<file path="src/rtl/mult_hi_lo_unit.sv">
// Iterative radix-2 shift-add multiplier owning the HI/LO registers.
// Operands are converted to magnitudes on issue, multiplied unsigned over
// WIDTH iterations, and the sign is applied once in FINISH.
module mult_hi_lo_unit #(
  parameter int WIDTH       = 32,
  parameter int SIGNED_MULT = 1
) (
  input  logic             clock,
  input  logic             reset,
  input  logic             start,
  input  logic [WIDTH-1:0] src_a,
  input  logic [WIDTH-1:0] src_b,
  output logic [WIDTH-1:0] hi,
  output logic [WIDTH-1:0] lo,
  output logic             busy,
  output logic             done
);

  localparam int CW = (WIDTH > 1) ? $clog2(WIDTH) : 1;

  typedef enum logic [1:0] {IDLE, CALC, FINISH} state_t;

  state_t             state;
  logic [WIDTH-1:0]   mcand;
  logic [2*WIDTH-1:0] product;
  logic               neg;
  logic [CW-1:0]      counter;

  logic [WIDTH-1:0]   mag_a, mag_b;
  logic               neg_in;
  logic [WIDTH:0]     sum;
  logic [2*WIDTH-1:0] result;

  // Operand magnitudes; the most-negative value maps to itself as unsigned.
  always_comb begin
    mag_a  = src_a;
    mag_b  = src_b;
    neg_in = 1'b0;
    if (SIGNED_MULT != 0) begin
      if (src_a[WIDTH-1]) mag_a = ~src_a + 1'b1;
      if (src_b[WIDTH-1]) mag_b = ~src_b + 1'b1;
      neg_in = src_a[WIDTH-1] ^ src_b[WIDTH-1];
    end
  end

  // One shift-add step: conditional add into the upper half, carry kept.
  always_comb begin
    sum = {1'b0, product[2*WIDTH-1:WIDTH]};
    if (product[0]) sum = {1'b0, product[2*WIDTH-1:WIDTH]} + {1'b0, mcand};
  end

  // Final sign application as a full 2W-bit two's-complement negate.
  always_comb begin
    result = product;
    if (neg) result = ~product + {{(2*WIDTH-1){1'b0}}, 1'b1};
  end

  // Busy depends only on the state register, never on start.
  always_comb busy = (state != IDLE);

  // Control FSM with datapath registers; HI/LO change only on the FINISH edge.
  always_ff @(posedge clock) begin
    if (reset) begin
      state   <= IDLE;
      mcand   <= '0;
      product <= '0;
      neg     <= 1'b0;
      counter <= '0;
      hi      <= '0;
      lo      <= '0;
      done    <= 1'b0;
    end else begin
      done <= 1'b0;
      case (state)
        IDLE: begin
          if (start) begin
            mcand   <= mag_a;
            product <= {{WIDTH{1'b0}}, mag_b};
            neg     <= neg_in;
            counter <= '0;
            state   <= CALC;
          end
        end
        CALC: begin
          product <= {sum, product[WIDTH-1:1]};
          counter <= counter + 1'b1;
          if (counter == CW'(WIDTH-1)) state <= FINISH;
        end
        FINISH: begin
          hi    <= result[2*WIDTH-1:WIDTH];
          lo    <= result[WIDTH-1:0];
          done  <= 1'b1;
          state <= IDLE;
        end
        default: state <= IDLE;
      endcase
    end
  end

endmodule

</file>
<file path="config.mk">
export PLATFORM = sky130hd
export DESIGN_NAME = mult_hi_lo_unit
export DESIGN_NICKNAME = d
export VERILOG_FILES = /design/src/rtl/mult_hi_lo_unit.sv
export SDC_FILE = /design/constraint.sdc
export NUM_CORES = 1
export LEC_CHECK = 0
export CORE_ASPECT_RATIO = 1.75
export CORE_MARGIN = 3
export CORE_UTILIZATION = 35
export CTS_CLUSTER_SIZE = 25
export DETAILED_ROUTE_END_ITERATION = 12
export PLACE_DENSITY = 0.67
export SETUP_SLACK_MARGIN = 0.5
export SYNTH_ARGS = -nofsm -noshare
export SYNTH_HDL_FRONTEND = slang
export SYNTH_SLANG_ARGS = --single-unit
</file>
<file path="constraint.sdc">
create_clock -name clock -period 4.71 [get_ports clock]
set_clock_uncertainty 0.15 [all_clocks]
set_input_delay 1.413 -clock clock [delete_from_list [all_inputs] [get_ports clock]]
set_output_delay 1.413 -clock clock [all_outputs]
set_load 0.01 [all_outputs]
</file>
# Word level (Yosys, flattened, before mapping)

Cells that the tools add are included.

Output and inout port bits: 66
Word-level logic and storage cells: 40
Bits in registers: 169
Bits of input ports: 67

Reduce and logical (&&, ||, !) cells: 6
Bitwise logic cells: 4
Multiplexer cells: 12
$add $sub $neg: 5
Equal/unequal tests: 5

Operator list:

| kind                                                             | count |
|---|---|
| 64-bit two-way mux                                               | 2 |
| 64-bit one-hot mux with 2 select lines                           | 1 |
| 32-bit by 1-bit adder with 32-bit output (second input constant) | 2 |
| 64-bit by 1-bit adder with 64-bit output (second input constant) | 1 |
| 32-bit two-way mux                                               | 2 |
| 32-bit NOT                                                       | 2 |
| 64-bit NOT                                                       | 1 |
| 32-bit by 32-bit adder with 33-bit output                        | 1 |
| 33-bit two-way mux                                               | 1 |
| 5-bit one-hot mux with 2 select lines                            | 1 |
| 2-bit AND reduction                                              | 3 |
| 5-bit by 1-bit adder with 5-bit output (second input constant)   | 1 |
| 5-bit == test (second input constant)                            | 1 |
| 5-bit two-way mux                                                | 1 |
| 2-bit two-way mux                                                | 2 |
| 2-bit inequality test (second input constant)                    | 2 |
| 2-bit one-hot mux with 2 select lines                            | 1 |
| 2-bit nonzero test                                               | 2 |
| 2-bit by 1-bit == test with 1-bit output (second input constant) | 1 |
| 2-bit == test (second input constant)                            | 1 |
| 2-bit zero test                                                  | 1 |
| 1-bit two-way mux                                                | 1 |
| 1-bit XOR                                                        | 1 |

# Depth between registers and ports, before layout

Depth in word-level cells: 5
Mapped depth: 12
Depth with buffers taken out: 11

# Worst setup path before layout

Ideal clock, no wire load.

Kind: input to register
Start: input src_b[9]
End: register product[30]
Stages on the path: 8
Arrival: 3.897 ns
Library setup time: 0.130 ns
Buffers on the path: 0
Data required time: 4.430 ns
Setup slack: 0.533 ns
Cell sequence: or4_4 > or3_4 > or3_4 > or4_4 > or3_4 > o41ai_2 > xor2_1 > o22ai_1

Word-level cells in the longest chain between the ends: 5

Ends and longest elaborated chain:

| item                                     | line | source |
|---|---|---|
| start: declaration                       | 12   | `input logic [WIDTH-1:0] src_b,` |
| 32-bit NOT                               | 41   | `if (src_b[WIDTH-1]) mag_b = ~src_b + 1'b1;` |
| 32-bit by 1-bit adder with 32-bit output | 41   |  |
| 32-bit two-way mux                       | 41   |  |
| 64-bit two-way mux                       | 76   | `if (start) begin` |
| 64-bit one-hot mux with 2 select lines   | 74   | `case (state)` |
| end signal: assignment                   | 78   | `product <= {{WIDTH{1'b0}}, mag_b};` |
| end signal: assignment                   | 85   | `product <= {sum, product[WIDTH-1:1]};` |
| end: declaration                         | 25   | `logic [2*WIDTH-1:0] product;` |

Every way passes these cells. The select of a mux whose other input is x is not followed.
A chain may end at the register's enable or synchronous reset.

# Final worst setup path

Start: input src_b[7]
End: register product[30]

The elaborated chain is that of the path after synthesis.

==> impl_metrics.csv <==
group,metric,value,unit
run_status,status,"complete, no violations",
yosys,syn_area,0.01031,sq mm
setup_path,cp-end-kind,"register",
timing,finalSetupTns,0,ps
routing,wl_per_cell,18.32,microns
pwr,powerDensity,294.9,mW/mm^2
placement,post-dp-hpwl,24.08,mm
yosys,synth_xor_area_share,12.24,%
layout,fill_cells,2855,
clock_tree,tritoncts,"built",
timing,holdWs,305.8,ps
routing,final_antenna_net_count,0,
timing,max_slew_margin,22.49,%
routing,routed_wirelength,31.90,mm
floorplan,pin_count,133,
floorplan,core-area,0.02883,sq mm
pwr,p_leak,4.616,nW
yosys,syn_inst,1253,
setup_path,crit_required,4880,ps
floorplan,dieWidth,135.7,microns
clock_tree,clockBufferDepth,2,
routing,drt_iter0_drc,677,
placement,place.gp.congestion,0.9056,
clock_tree,cts.clk_slew.worst_paths,70,ps
floorplan,die_h,233.0,microns
floorplan,die_area,0.03163,sq mm
yosys,synth_edf_count,0,
yosys,ys_top_cells_by_area,"dfxtp_1 (33%), xnor2_1 (6.1%), xor2_1 (6.1%), nor2_1 (5.7%), a211oi_1 (4.9%)",
setup_path,arrival,4320,ps
yosys,syn_area_per_cell,8.226,sq um
floorplan,rows,82,
pwr,vdd_ir_drop_max,263.0,uV
routing,post-route-drc-count,0,
setup_path,critPathKind,"input port to register",
grt,grt_antenna_before_repair,0,
grt,globalRoute.totalOverflow,0,
layout,diodes,0,
clock_tree,cts_sinks,169,
clock_tree,clk_latency,440,ps
layout,final_nets,1455,
timing,setup_viol,0,
yosys,synth-simple-area-share,19.09,%
yosys,synth.distinct_cells,62,
timing,hold_violations,0,
timing,slew_viol_final,0,
timing,period_needed,4150,ps
layout,syn_to_final_growth,22.87,%
clock_tree,cts-root-buf,"clkbuf_16",
yosys,synthFlopType,"dfxtp_1",
routing,vias,9809,
job,maxCapViolCount,0,
routing,drtPass1Iterations,6,
layout,multi_input_area,0.006553,sq mm
setup_path,reg2reg_slack,1070,ps
yosys,seq_area_frac_synth,32.82,%
setup_path,critPathLaunchType,"input port",
timing,max_freq,0.2410,GHz
yosys,synthArstFlopShare,0,%
layout,seqCellArea,0.003385,sq mm
yosys,synth_top_cell_by_area,"dfxtp_1",
setup_path,cp_max_fo,4,
grt,grt_pass1_vias,9611,
placement,io_buffers,132,
timing,period_share,88.10,%
grt,grt_pass1_wl,49.71,mm
clock_tree,cts_buffers,17,
yosys,synth-adder-area-share,4.686,%
clock_tree,ctsHoldBuffers,0,
clock_tree,cts_max_level,4,
worst_hold_path,hp-class,"register to register",
yosys,synth_compound_area_share,26.64,%
yosys,muxShareOfSynthArea,0.5948,%
timing,rsz0062_at_grt,"yes",
routing,via_per_inst,5.634,
layout,layout-drive-gt1-share,7.557,%
yosys,synth_warnings,0,
yosys,synth_top_family_by_area,"compound AO/OA/AOI/OAI gates",
timing,worst-slew-pin-transition,1163,ps
yosys,synthesis.nets,1358,
grt,grt_max_degree,72,
grt,track_usage,19.97,%
floorplan,initial_core_util,35.75,%
yosys,ys_ff_latch,169,
yosys,synth_top_area_share,32.82,%
per-stage QoR:
stage	util, %	total power [mW]	cell area [sq um]	cells	setup slack (ps)
2_1_floorplan	-	2.028	10310	1253	532.6
3_5_place_dp	41.72	2.277	12030	1708	21.80
6_report	43.93	3.735	12660	1741	560.3
3_3_place_gp	41.72	2.269	12030	1708	8.989
5_1_grt	43.93	3.889	12660	1741	498.8
4_1_cts	43.93	3.763	12660	1741	511.8
layer usage:
layer / global-route usage, % / wire [microns] / share of wire [%] / vias to the layer above
met5: 0 / 0 / 0 / -
met3: 3.224 / 1377 / 4.3 / 87
met1: 20.56 / 11720 / 37 / 4562
met4: 11.41 / 1800 / 5.6 / 0
li1: - / - / - / 4850
met2: 37.50 / 17010 / 53 / 310
cells in the mapped netlist, types with 8 or more instances:
master	instances
a21o_1	14
xor2_1	72
a211oi_1	67
dfxtp_1	169
or2_2	13
o31ai_1	36
nand4_1	13
a22oi_1	16
clkbuf_1	76
or4_1	10
nand2b_1	8
nand3_1	23
xnor2_1	72
a22o_1	28
nor3_1	25
inv_1	23
o22ai_1	14
a222oi_1	34
o21ai_0	66
or3_1	23
nor2b_1	10
nand2_1	82
nor2_1	157
a21oi_1	54
ha_1	37
o41ai_1	13
placed cells by master, fill, tap and decap left out, types with 34 or more instances in the layout:
master and instances:
xor2_1 72, xnor2_1 72, nor2_1 155, nand2_1 82
dfxtp_1 168, a211oi_1 67, a21oi_1 54, clkdlybuf4s50_1 127
a222oi_1 34, ha_1 37, o21ai_0 64, o31ai_1 35
path summary, 6_finish.rpt:
kind | to | cells past startpoint | from
setup / recovery | product[30]$_SDFFE_PP0P_ | 9 | src_b[7]
hold / removal | mcand[15]$_SDFFE_PP0P_ | 2 | mcand[15]$_SDFFE_PP0P_
setup reg to reg | hi[17]$_SDFFE_PP0P_ | 8 | product[10]$_SDFFE_PP0P_
hold reg to reg | mcand[15]$_SDFFE_PP0P_ | 2 | mcand[15]$_SDFFE_PP0P_
power breakdown:
group	switching, mW	internal [mW]	total, mW
Sequential	0.0784	1.48	1.56
Clock	0.616	0.868	1.48
Combinational	0.403	0.288	0.691
timing repair:
| action | CTS | global route |
|---|---|---|
| hold endpoints to repair | 0 | 0 |
| pin swaps | 8 | 2 |
| setup buffers | 1 | 0 |
| endpoints found under the setup margin | 3 | 3 |
| resized for setup | 11 | 2 |
worst max-delay path, cell delays in order:
cell	delay, ps
clkdlybuf4s15_1	190
or4_4	530
or3_4	400
or3_4	400
or4_4	490
or3_4	420
o41ai_4	220
xor2_1	170
o22ai_1	80
kinds of logic after synthesis:
logic type / count (synthesis)
AOI/OAI and AO/OA: 384
xor gates and xnor gates: 144
adders and majority gates: 38
buffers and inverters: 107
DFF: 169
muxes: 6
and+or+nand+nor: 405
flip-flops by register name (all words and copies together) (netlist names):
signal,count
counter,5
mcand,32
product,64
hi,32
lo,32
neg,1
done,1
state,2
final cells by class:
cell class              instances  area share, %
clock inverters                13          1.304
repair buffers                162          12.24
well taps                     378          3.734
flip-flops and latches        169          26.72
multi-input cells             977          51.74
inverters                      23         0.6817
clock buffers                  19          3.576
(Power assumes the default switching activity.)
